`src/rtl/alu_mc_pkg.sv`:
```
// alu_mc_pkg: shared types and constants for the alu_mc execute-stage ALU.
//   alu_op_e    - 5-bit operation codes presented on `Operation`
//   alu_state_e - control FSM states (DIV only when ALU_MC_DIV_EN is defined)
//   XLEN        - default operand width, SHAMT_W its shift-amount width
// Configuration macro: ALU_MC_DIV_EN enables the divide/remainder engine.
package alu_mc_pkg;

    localparam int XLEN    = 32;
    localparam int SHAMT_W = $clog2(XLEN);

    typedef enum logic [4:0] {
        OP_AND    = 5'd0,
        OP_OR     = 5'd1,
        OP_ADD    = 5'd2,
        OP_XOR    = 5'd3,
        OP_SLL    = 5'd4,
        OP_SRL    = 5'd5,
        OP_SUB    = 5'd6,
        OP_SRA    = 5'd7,
        OP_EQ     = 5'd8,
        OP_NE     = 5'd9,
        OP_GE     = 5'd10,
        OP_LT     = 5'd11,
        OP_LTU    = 5'd12,
        OP_GEU    = 5'd13,
        OP_PASSB  = 5'd14,
        OP_ONE    = 5'd15,
        OP_MUL    = 5'd16,
        OP_MULH   = 5'd17,
        OP_MULHSU = 5'd18,
        OP_MULHU  = 5'd19,
        OP_DIV    = 5'd20,
        OP_DIVU   = 5'd21,
        OP_REM    = 5'd22,
        OP_REMU   = 5'd23
    } alu_op_e;

    typedef enum logic [1:0] {
        S_IDLE = 2'd0,
        S_MUL  = 2'd1,
`ifdef ALU_MC_DIV_EN
        S_DIV  = 2'd2,
`endif
        S_DONE = 2'd3
    } alu_state_e;

endpackage

```
`src/rtl/alu_mc_iter.sv`:
```
// alu_mc_iter: iterative multiply (shift-add) and divide (restoring) engine.
// Ports:
//   clk, reset  - clock, synchronous active-low reset (discards any operation)
//   start       - load operands and begin DATA_WIDTH steps
//   is_div      - op class: 1 = divide/remainder, 0 = multiply
//                 (port exists only when ALU_MC_DIV_EN is defined)
//   sub_op      - Operation[1:0]: MUL/MULH/MULHSU/MULHU or DIV/DIVU/REM/REMU
//   a, b        - operands, sampled only on start
//   done        - high during the cycle whose rising edge completes the last step
//   result      - sign-corrected result, valid while done is high
// Configuration macro: ALU_MC_DIV_EN adds the divider datapath.
module alu_mc_iter
    import alu_mc_pkg::*;
#(
    parameter int DATA_WIDTH = XLEN
) (
    input  logic                  clk,
    input  logic                  reset,
    input  logic                  start,
`ifdef ALU_MC_DIV_EN
    input  logic                  is_div,
`endif
    input  logic [1:0]            sub_op,
    input  logic [DATA_WIDTH-1:0] a,
    input  logic [DATA_WIDTH-1:0] b,
    output logic                  done,
    output logic [DATA_WIDTH-1:0] result
);

    localparam int CW = $clog2(DATA_WIDTH);
    localparam logic [CW-1:0] LAST = CW'(DATA_WIDTH - 1);

    logic                    running;
    logic [CW-1:0]           cnt;
    // hi: product high half / partial remainder; lo: multiplier / quotient
    logic [DATA_WIDTH-1:0]   hi, lo, mag_b;
    logic                    neg, sel_hi;

    logic                    a_signed, b_signed, sa, sb;
    logic [DATA_WIDTH-1:0]   mag_a_in, mag_b_in;
    logic [DATA_WIDTH:0]     mul_sum;
    logic [DATA_WIDTH-1:0]   nx_hi, nx_lo;
    logic [2*DATA_WIDTH-1:0] prod, prod_fix;

`ifdef ALU_MC_DIV_EN
    logic                    div_mode;
    logic [DATA_WIDTH:0]     rem_sh, rem_sub;
    logic                    div_ge;
`endif

    // Operand sign/magnitude conversion at start.
    always_comb begin
        a_signed = (sub_op == 2'd1) || (sub_op == 2'd2);
        b_signed = (sub_op == 2'd1);
`ifdef ALU_MC_DIV_EN
        if (is_div) begin
            a_signed = !sub_op[0];
            b_signed = !sub_op[0];
        end
`endif
        sa       = a_signed && a[DATA_WIDTH-1];
        sb       = b_signed && b[DATA_WIDTH-1];
        mag_a_in = sa ? -a : a;
        mag_b_in = sb ? -b : b;
    end

    // One step, plus the sign fix-up applied to the post-step value so the
    // final result is ready on the same edge as the last step.
    always_comb begin
        mul_sum = {1'b0, hi} + (lo[0] ? {1'b0, mag_b} : '0);
        nx_hi   = mul_sum[DATA_WIDTH:1];
        nx_lo   = {mul_sum[0], lo[DATA_WIDTH-1:1]};
`ifdef ALU_MC_DIV_EN
        // Partial remainder stays below the divisor, so DATA_WIDTH+1 bits suffice.
        rem_sh  = {hi, lo[DATA_WIDTH-1]};
        rem_sub = rem_sh - {1'b0, mag_b};
        div_ge  = rem_sh >= {1'b0, mag_b};
        if (div_mode) begin
            nx_hi = div_ge ? rem_sub[DATA_WIDTH-1:0] : rem_sh[DATA_WIDTH-1:0];
            nx_lo = {lo[DATA_WIDTH-2:0], div_ge};
        end
`endif
        // Products are negated as a full double-width value so the high half
        // picks up the borrow from the low half.
        prod     = {nx_hi, nx_lo};
        prod_fix = neg ? -prod : prod;
        result   = sel_hi ? prod_fix[2*DATA_WIDTH-1:DATA_WIDTH] : prod_fix[DATA_WIDTH-1:0];
`ifdef ALU_MC_DIV_EN
        if (div_mode) begin
            result = sel_hi ? (neg ? -nx_hi : nx_hi) : (neg ? -nx_lo : nx_lo);
        end
`endif
    end

    assign done = running && (cnt == LAST);

    always_ff @(posedge clk) begin
        if (!reset) begin
            running  <= 1'b0;
            cnt      <= '0;
            hi       <= '0;
            lo       <= '0;
            mag_b    <= '0;
            neg      <= 1'b0;
            sel_hi   <= 1'b0;
`ifdef ALU_MC_DIV_EN
            div_mode <= 1'b0;
`endif
        end else if (start) begin
            running  <= 1'b1;
            cnt      <= '0;
            hi       <= '0;
            lo       <= mag_a_in;
            mag_b    <= mag_b_in;
`ifdef ALU_MC_DIV_EN
            div_mode <= is_div;
            // Remainder takes the dividend's sign, quotient/product sA^sB.
            neg      <= (is_div && sub_op[1]) ? sa : (sa ^ sb);
            sel_hi   <= is_div ? sub_op[1] : (sub_op != 2'd0);
`else
            neg      <= sa ^ sb;
            sel_hi   <= (sub_op != 2'd0);
`endif
        end else if (running) begin
            hi  <= nx_hi;
            lo  <= nx_lo;
            cnt <= cnt + CW'(1);
            if (cnt == LAST) begin
                running <= 1'b0;
            end
        end
    end

endmodule

```
`src/rtl/alu_mc.sv`:
```
// alu_mc: multi-cycle execute-stage ALU (base integer ops in one cycle,
// RV32M multiply/divide through alu_mc_iter).
// Ports:
//   clk, reset          - clock, synchronous active-low reset
//   in_valid / in_ready - operand handshake; accept when both are high
//   SrcA, SrcB          - operands, latched only at accept
//   Operation           - alu_op_e code
//   out_valid/out_ready - result handshake; ALUResult held until taken
//   ALUResult           - registered result
//   busy                - iterative op in progress
//   fsm_state           - current control state (alu_state_e encoding)
// Handshake: a transfer happens on a rising edge where valid && ready are
// both high; valid, once raised, holds with its data until that edge, and
// inputs offered while not ready are ignored.
// Configuration macro: ALU_MC_DIV_EN enables DIV/DIVU/REM/REMU; otherwise
// codes 20-23 behave like unused codes (result 0, one cycle).
module alu_mc
    import alu_mc_pkg::*;
#(
    parameter int DATA_WIDTH    = XLEN,
    parameter int OPCODE_LENGTH = 5
) (
    input  logic                     clk,
    input  logic                     reset,
    input  logic                     in_valid,
    output logic                     in_ready,
    input  logic [DATA_WIDTH-1:0]    SrcA,
    input  logic [DATA_WIDTH-1:0]    SrcB,
    input  logic [OPCODE_LENGTH-1:0] Operation,
    output logic                     out_valid,
    input  logic                     out_ready,
    output logic [DATA_WIDTH-1:0]    ALUResult,
    output logic                     busy,
    output logic [1:0]               fsm_state
);

    localparam int SHW = $clog2(DATA_WIDTH);
    localparam logic [DATA_WIDTH-1:0] MIN_NEG = {1'b1, {(DATA_WIDTH-1){1'b0}}};

    alu_state_e            state;
    logic [SHW-1:0]        shamt;
    logic [DATA_WIDTH-1:0] quick_result, iter_result;
    logic                  is_mul, iter_start, iter_done;
    logic                  eq, lt_s, lt_u;

    assign shamt  = SrcB[SHW-1:0];
    assign eq     = (SrcA == SrcB);
    assign lt_s   = ($signed(SrcA) < $signed(SrcB));
    assign lt_u   = (SrcA < SrcB);
    assign is_mul = (Operation >= OP_MUL) && (Operation <= OP_MULHU);

`ifdef ALU_MC_DIV_EN
    logic is_div, div_zero, div_ovf, div_special;
    assign is_div      = (Operation >= OP_DIV) && (Operation <= OP_REMU);
    assign div_zero    = (SrcB == '0);
    // Only the signed forms (bit 0 clear) can overflow.
    assign div_ovf     = !Operation[0] && (SrcA == MIN_NEG) && (SrcB == '1);
    assign div_special = div_zero || div_ovf;
    assign iter_start  = (state == S_IDLE) && in_valid && (is_mul || (is_div && !div_special));
`else
    assign iter_start  = (state == S_IDLE) && in_valid && is_mul;
`endif

    always_comb begin
        quick_result = '0;
        case (Operation)
            OP_AND:   quick_result = SrcA & SrcB;
            OP_OR:    quick_result = SrcA | SrcB;
            OP_ADD:   quick_result = SrcA + SrcB;
            OP_XOR:   quick_result = SrcA ^ SrcB;
            OP_SLL:   quick_result = SrcA << shamt;
            OP_SRL:   quick_result = SrcA >> shamt;
            OP_SUB:   quick_result = SrcA - SrcB;
            OP_SRA:   quick_result = $signed(SrcA) >>> shamt;
            OP_EQ:    quick_result = {{(DATA_WIDTH-1){1'b0}}, eq};
            OP_NE:    quick_result = {{(DATA_WIDTH-1){1'b0}}, !eq};
            OP_GE:    quick_result = {{(DATA_WIDTH-1){1'b0}}, !lt_s};
            OP_LT:    quick_result = {{(DATA_WIDTH-1){1'b0}}, lt_s};
            OP_LTU:   quick_result = {{(DATA_WIDTH-1){1'b0}}, lt_u};
            OP_GEU:   quick_result = {{(DATA_WIDTH-1){1'b0}}, !lt_u};
            OP_PASSB: quick_result = SrcB;
            OP_ONE:   quick_result = DATA_WIDTH'(1);
`ifdef ALU_MC_DIV_EN
            // Only reached for the special cases; normal divides go iterative.
            OP_DIV, OP_DIVU: quick_result = div_zero ? '1 : MIN_NEG;
            OP_REM, OP_REMU: quick_result = div_zero ? SrcA : '0;
`endif
            default:  quick_result = '0;
        endcase
    end

    alu_mc_iter #(
        .DATA_WIDTH(DATA_WIDTH)
    ) u_iter (
        .clk    (clk),
        .reset  (reset),
        .start  (iter_start),
`ifdef ALU_MC_DIV_EN
        .is_div (is_div),
`endif
        .sub_op (Operation[1:0]),
        .a      (SrcA),
        .b      (SrcB),
        .done   (iter_done),
        .result (iter_result)
    );

    assign fsm_state = state;

    always_ff @(posedge clk) begin
        if (!reset) begin
            state     <= S_IDLE;
            ALUResult <= '0;
            out_valid <= 1'b0;
            busy      <= 1'b0;
            in_ready  <= 1'b1;
        end else begin
            case (state)
                S_IDLE: begin
                    if (in_valid) begin
                        in_ready <= 1'b0;
                        if (iter_start) begin
                            busy  <= 1'b1;
`ifdef ALU_MC_DIV_EN
                            state <= is_div ? S_DIV : S_MUL;
`else
                            state <= S_MUL;
`endif
                        end else begin
                            ALUResult <= quick_result;
                            out_valid <= 1'b1;
                            state     <= S_DONE;
                        end
                    end
                end
`ifdef ALU_MC_DIV_EN
                S_MUL, S_DIV: begin
`else
                S_MUL: begin
`endif
                    if (iter_done) begin
                        ALUResult <= iter_result;
                        out_valid <= 1'b1;
                        busy      <= 1'b0;
                        state     <= S_DONE;
                    end
                end
                S_DONE: begin
                    if (out_ready) begin
                        out_valid <= 1'b0;
                        in_ready  <= 1'b1;
                        state     <= S_IDLE;
                    end
                end
                default: begin
                    state     <= S_IDLE;
                    out_valid <= 1'b0;
                    busy      <= 1'b0;
                    in_ready  <= 1'b1;
                end
            endcase
        end
    end

endmodule

```
`config.mk`:
```
export PLATFORM = sky130hd
export DESIGN_NAME = alu_mc
export DESIGN_NICKNAME = d
export VERILOG_FILES = /design/src/rtl/alu_mc_pkg.sv /design/src/rtl/alu_mc_iter.sv /design/src/rtl/alu_mc.sv
export SDC_FILE = /design/constraint.sdc
export NUM_CORES = 1
export LEC_CHECK = 0
export ABC_AREA = 1
export CORE_UTILIZATION = 49
export DETAILED_ROUTE_END_ITERATION = 7
export PLACE_DENSITY = 0.67
export SLEW_MARGIN = 10
export SYNTH_ARGS = -nofsm -noshare
export SYNTH_HDL_FRONTEND = slang
export SYNTH_HIERARCHICAL = 1
export SYNTH_SLANG_ARGS = --single-unit
```
`constraint.sdc`:
```
create_clock -name clk -period 6.7 [get_ports clk]
set_clock_uncertainty 0.15 [all_clocks]
set_input_delay 1.34 -clock clk [delete_from_list [all_inputs] [get_ports clk]]
set_output_delay 1.34 -clock clk [all_outputs]
set_load 0.1 [all_outputs]
```
======== Word level (Yosys, flattened, before mapping) ========
Cells that the tools add are included.
operators by class
  add/subtract/negate cells ............... 7
  $lt $le $gt $ge ......................... 4
  equal/unequal tests ..................... 26
  shifts and indexed selects .............. 3
  multiplexer cells ....................... 32
  bitwise gates (word level) .............. 7
  reductions and logical operators ........ 21
operators by type and width
  operator                                                                number
  32-bit case mux with 16 select lines                                    1
  32-bit two-way mux                                                      9
  32-bit less-than comparator                                             2
  64-bit two-way mux                                                      1
  32-bit negation                                                         2
  64-bit negation                                                         1
  32-bit case mux with 2 select lines                                     1
  5-bit by 4-bit equality test with 1-bit output (second input constant)  8
  32-bit by 33-bit adder with 33-bit output                               1
  32-bit adder                                                            1
  32-bit bitwise AND                                                      1
  32-bit equality test                                                    1
  32-bit bitwise OR                                                       1
  32-bit by 5-bit << shifter with 32-bit output                           1
  32-bit by 5-bit right shift with 32-bit output                          1
  32-bit by 5-bit >>> shifter with 32-bit output                          1
  32-bit subtractor                                                       1
  32-bit XOR                                                              1
  5-bit by 3-bit equality test with 1-bit output (second input constant)  4
  1-bit two-way mux                                                       12
  4-bit AND reduction                                                     3
  5-bit by 2-bit equality test with 1-bit output (second input constant)  2
  2-bit != test (second input constant)                                   5
  1-bit case mux with 3 select lines                                      3
  other kinds (19)                                                        36
word-level totals
  bits in registers ....................... 141
  bits of input ports ..................... 73
  logic and storage cells ................. 112

======== Logic depth before layout (Yosys ltp) ========
  depth in word-level cells ............... 7
  depth in mapped cells ................... 29
  gate-level depth less buffers ........... 27

======== Hierarchy ========
The synthesis kept the hierarchy.
by module, submodules not included
  module       instances  cells each  area an instance (um^2)  sequential area each (um^2)
  alu_mc       1          2131        11192.0                  740.7
  alu_mc_iter  1          1944        10820.4                  2082.0

======== Worst setup path after synthesis ========
Ideal clock, no wire load.
  path type ............................... input port to flip-flop
  start ................................... input SrcB[4]
  end ..................................... register ALUResult[24]
  setup time .............................. 0.122 ns
  data arrival time ....................... 3.631 ns
  path slack .............................. 2.797 ns
  stages .................................. 19
  path through ............................ buf_2 > inv_1 > clkbuf_1 > buf_2 > ha_1 > buf_2 > nor2_1 > inv_1 > nor2_1 > nand3_1 > nand2_1 > nand2_1 > nand2_2 > a21oi_1 > or2_2 > nand3_1 > nand4_1 > nand2_1 > a21oi_1
on the way
  longest elaborated chain between the ends .. 5
RTL lines
  element                                          RTL line       text
  from (decl)                                      alu_mc.sv:28   input logic [DATA_WIDTH-1:0] SrcB,
  32-bit subtractor, or another cell as far along  alu_mc.sv:73   OP_SUB: quick_result = SrcA - SrcB;
  32-bit case mux with 16 select lines *           alu_mc.sv:66   case (Operation)
  32-bit two-way mux *                             alu_mc.sv:122  if (iter_start) begin
  32-bit two-way mux *                             alu_mc.sv:120  if (in_valid) begin
  32-bit case mux with 2 select lines *            alu_mc.sv:118  case (state)
  to (signal assigned)                             alu_mc.sv:130  ALUResult <= quick_result;
  to (signal assigned)                             alu_mc.sv:142  ALUResult <= iter_result;
  to (decl)                                        alu_mc.sv:32   output logic [DATA_WIDTH-1:0] ALUResult,
Every way passes the cells marked *; elsewhere a longest branch is shown, timed or not. The select of a mux whose other input is x is not followed.
A chain may end at the register's enable or synchronous reset.

======== Worst setup path after layout ========
  start ................................... register u_iter.lo[0]
  end ..................................... register ALUResult[11]
on the way
  longest elaborated chain between the ends .. 7
RTL lines
  element                                      RTL line            text
  from (decl)                                  alu_mc_iter.sv:36   logic [DATA_WIDTH-1:0] hi, lo, mag_b;
  from (signal assigned)                       alu_mc_iter.sv:113  lo <= mag_a_in;
  from (signal assigned)                       alu_mc_iter.sv:126  lo <= nx_lo;
  32-bit two-way mux *                         alu_mc_iter.sv:70   mul_sum = {1'b0, hi} + (lo[0] ? {1'b0, mag_b} : '0);
  32-bit by 33-bit adder with 33-bit output *  alu_mc_iter.sv:70
  64-bit negation                              alu_mc_iter.sv:86   prod_fix = neg ? -prod : prod;
  64-bit two-way mux *                         alu_mc_iter.sv:86
  32-bit two-way mux *                         alu_mc_iter.sv:87   result = sel_hi ? prod_fix[2*DATA_WIDTH-1:DATA_WIDTH] : prod_fix[DATA_WIDTH-1:0];
  via iter_result[11]                          alu_mc.sv:42        logic [DATA_WIDTH-1:0] quick_result, iter_result;
  32-bit two-way mux *                         alu_mc.sv:141       if (iter_done) begin
  32-bit case mux with 2 select lines *        alu_mc.sv:118
The timed path passes the listed nets; every way through them passes the cells marked *. The select of a mux whose other input is x is not followed.

==> insert_results.sql <==
INSERT INTO impl_metrics (metric_group, metric, value, unit) VALUES
('outcome', 'run_status', 'finished with violations', ''),
('outcome', 'failed_checks', 'design-rule violations', ''),
('clock_network', 'cts_max_level', '4', ''),
('worst_setup_path', 'crit_path_start', 'u_iter/lo[0]', ''),
('die', 'fp.dieH', '214', 'µm'),
('timing', 'fmax', '199', 'MHz'),
('timing', 'final-hold-violation-count', '0', ''),
('finish', 'non_filler_instance_count_after_layout', '4689', ''),
('clock_network', 'cts_tree', 'yes', ''),
('worst_setup_path', 'rr_worst_depth', '20', ''),
('die', 'die_w', '214', 'µm'),
('synthesis', 'synth-edff-count', '0', ''),
('clock_network', 'clock-sinks', '141', ''),
('synthesis', 'synth.yosys.seq_area_share', '0.128', ''),
('synthesis', 'synth_warnings', '6', ''),
('clock_network', 'clk_pin_slew', '0.07', 'ns'),
('power_and_ir_drop', 'irDropWorstVdd', '0.000430', 'V'),
('die', 'core_area', '44200', 'µm²'),
('synthesis', 'share_of_async_settable_or_async_resettable_flops_after_synthesis', '0', ''),
('synthesis', 'ys_seq_elements', '141', ''),
('worst_setup_path', 'capturing_element_of_the_worst_setup_path', 'ALUResult[11]', ''),
('route', 'detail-route-antenna-nets', '0', ''),
('clock_network', 'ctsRootBufferMaster', 'sky130_fd_sc_hd__clkbuf_16', ''),
('finish', 'final_common_cell', 'sky130_fd_sc_hd__nand2_1', ''),
('synthesis', 'yosysUniqueCellTypes', '66', ''),
('global_routing', 'grt_pass1_wl', '164000', 'µm'),
('finish', 'fin_util', '0.543', ''),
('power_and_ir_drop', 'finalPower', '4030', 'µW'),
('placement', 'instance_count_after_placement_with_tap_cells_included', '4654', ''),
('synthesis', 'synthTopCellsByArea', 'sky130_fd_sc_hd__nand2_1 21%, sky130_fd_sc_hd__dfxtp_1 13%, sky130_fd_sc_hd__inv_1 8.8%, sky130_fd_sc_hd__ha_1 8.2%, sky130_fd_sc_hd__nand3_1 7.8%', ''),
('clock_network', 'cts_inserted_buffers', '17', ''),
('finish', 'layout_common_cells', '1,238 x sky130_fd_sc_hd__nand2_1, 516 x sky130_fd_sc_hd__inv_1, 366 x sky130_fd_sc_hd__nor2_1', ''),
('route', 'vias', '28382', ''),
('worst_setup_path', 'timing_worst_setup_path_type', 'register to register', ''),
('min_path', 'min-delay-path-class', 'register to register', ''),
('die', 'boundaryPins', '110', ''),
('power_and_ir_drop', 'power.static_leakage', '0.0121', 'µW'),
('worst_setup_path', 'rrSetupSlack', '1.69', 'ns'),
('synthesis', 'mappedNetlistArea', '22000', 'µm²'),
('worst_setup_path', 'cp-end-kind', 'register', ''),
('placement', 'postPlaceCellArea', '23400', 'µm²'),
('global_routing', 'grt_overflow', '0', ''),
('synthesis', 'syn_avg_cell_area', '5.40', 'µm²'),
('clock_network', 'clock_insertion_delay_worst_skew', '0.48', 'ns'),
('clock_network', 'cts-root-to-sink-buffers', '2', ''),
('timing', 'report.final.slew_viol_count', '0', ''),
('route', 'detail_route.wl_per_cell', '24.1', 'µm'),
('finish', 'layout.nets', '4301', ''),
('synthesis', 'share_of_the_synthesized_area_in_the_top_cell_type', '0.211', ''),
('global_routing', 'grt_antenna_before_repair', '3', ''),
('die', 'design.die.area', '45800', 'µm²'),
('clock_network', 'post_cts_resize_count', '0', ''),
('route', 'via_per_inst', '6.05', ''),
('flow_run', 'timing.max_cap.violations', '0', ''),
('worst_setup_path', 'r2r_end', 'ALUResult[11]', ''),
('die', 'start_util', '0.498', ''),
('placement', 'place_congestion', '1.12', ''),
('worst_setup_path', 'worst-endpoint-arrival', '5.27', 'ns'),
('route', 'remaining_drc_errors', '19', ''),
('timing', 'grt_setup_unrepaired', 'no', ''),
('finish', 'final_design_area_no_fill', '24000', 'µm²'),
('route', 'drt_pass1_iterations', '8', ''),
('synthesis', 'synth_nets', '4295', ''),
('timing', 'worst_slew_pin_slew', '1.20', 'ns'),
('global_routing', 'grt_pass1_vias', '25715', ''),
('placement', 'io_buffers', '109', ''),
('route', 'route.final.wire_length', '113000', 'µm'),
('finish', 'layout-area-overhead-vs-synth', '9.00', '%'),
('timing', 'maxSlewHeadroom', '0.198', ''),
('clock_network', 'post_cts_buffers', '0', ''),
('global_routing', 'maximum_number_of_pins_on_one_net_before_global_route_repair', '74', '');
==> metrics by stage <==
stage,hold slack (ns),setup slack (ns)
2_1_floorplan,0.267,2.80
3_3_place_gp,0.289,1.75
3_5_place_dp,0.295,1.74
4_1_cts,0.308,1.95
5_1_grt,0.324,1.41
6_report,0.307,1.69
==> final cells by class <==
type	count	area [µm²]
flip-flops and latches	141	2820
fillers	4800	20200
clock inverters	15	153
well taps	592	741
clock buffers	17	425
diodes	3	7.51
inverters	541	2030
repair buffers	153	1400
multi-input cells	3227	16400
==> layer usage <==
| metal | part of all wire | GRT usage |
|---|---|---|
| met2 | 0.41 | 0.718 |
| met3 | 0.12 | 0.127 |
| met5 | 0.000071 | 0 |
| met4 | 0.10 | 0.418 |
| met1 | 0.37 | 0.572 |
==> worst min-delay path by stage <==
| stage | startpoint | to | slack (ns) | cells after the start |
|---|---|---|---|---|
| after CTS | u_iter/mag_b[19] | u_iter/mag_b[19] | 0.31 | 2 |
| final | u_iter/mag_b[12] | u_iter/mag_b[12] | 0.31 | 2 |
| after global routing | u_iter/mag_b[29] | u_iter/mag_b[29] | 0.32 | 2 |
| after detailed placement | u_iter/mag_b[19] | u_iter/mag_b[19] | 0.29 | 2 |
| after global placement | u_iter/mag_b[12] | u_iter/mag_b[12] | 0.29 | 2 |
| after floorplan | u_iter/mag_b[28] | u_iter/mag_b[28] | 0.27 | 2 |
==> flip-flops by register name (all words and copies together) (netlist names) <==
name and flops:
ALUResult 32, u_iter/hi 32, u_iter/lo 32, u_iter/mag_b 32, u_iter/cnt 5, fsm_state 2, busy 1, in_ready 1
out_valid 1, u_iter/neg 1, u_iter/running 1, u_iter/sel_hi 1
==> critical path, stage by stage (launching register included) <==
cell	delay (ns)
sky130_fd_sc_hd__dfxtp_1	0.79
sky130_fd_sc_hd__nand2_1	0.11
sky130_fd_sc_hd__inv_1	0.09
sky130_fd_sc_hd__ha_1	0.23
sky130_fd_sc_hd__inv_1	0.07
sky130_fd_sc_hd__fa_1	0.43
sky130_fd_sc_hd__inv_1	0.13
sky130_fd_sc_hd__nand3_1	0.09
sky130_fd_sc_hd__nand2_1	0.14
sky130_fd_sc_hd__nand2_1	0.09
sky130_fd_sc_hd__nand2_1	0.12
sky130_fd_sc_hd__nand2_1	0.08
sky130_fd_sc_hd__nand2_2	0.22
sky130_fd_sc_hd__nand3_1	0.33
sky130_fd_sc_hd__nor2_2	0.28
sky130_fd_sc_hd__a21oi_1	0.13
sky130_fd_sc_hd__inv_1	0.08
sky130_fd_sc_hd__nor2_1	0.04
sky130_fd_sc_hd__o21ai_0	0.90
sky130_fd_sc_hd__a21oi_1	0.22
sky130_fd_sc_hd__a21oi_1	0.19
==> cells by family (layout without fill, tap and decap cells) <==
| family | after synthesis | after routing | synth area share |
|---|---|---|---|
| muxes | 7 | 7 | 0.00318 |
| buffers and inverters | 707 | 726 | 0.127 |
| AOI/OAI and AO/OA | 802 | 802 | 0.204 |
| xor gates and xnor gates | 46 | 46 | 0.0186 |
| DFF | 141 | 141 | 0.128 |
| adders and majority gates | 147 | 147 | 0.0846 |
| other | 0 | 3 | 0 |
| and+or+nand+nor | 2225 | 2225 | 0.434 |
==> power breakdown <==
group	switching, µW	internal (µW)
Combinational	1560	511
Clock	451	524
Sequential	63.2	914
==> Yosys cell counts, drive strengths merged, types with 2 or more instances <==
cell / count
and3: 2
and2: 7
mux2i: 7
a31oi: 9
o22ai: 27
nand3b: 17
inv: 539
nand2b: 2
xnor2: 11
o21a: 12
a211oi: 7
o41ai: 4
nor4: 13
ha: 144
a21oi: 287
o32ai: 2
o31ai: 7
a22oi: 2
o221ai: 7
o21ai: 333
nand2: 1274
fa: 3
a32o: 4
clkinv: 2
clkbuf: 79
dfxtp: 141
a21o: 4
o211ai: 64
nand4: 60
buf: 87
nor2: 400
xor2: 35
nor3: 73
o21bai: 15
nand3: 360
or2: 17
a221oi: 9
a21boi: 5
Power figures use the tool's default switching activity.
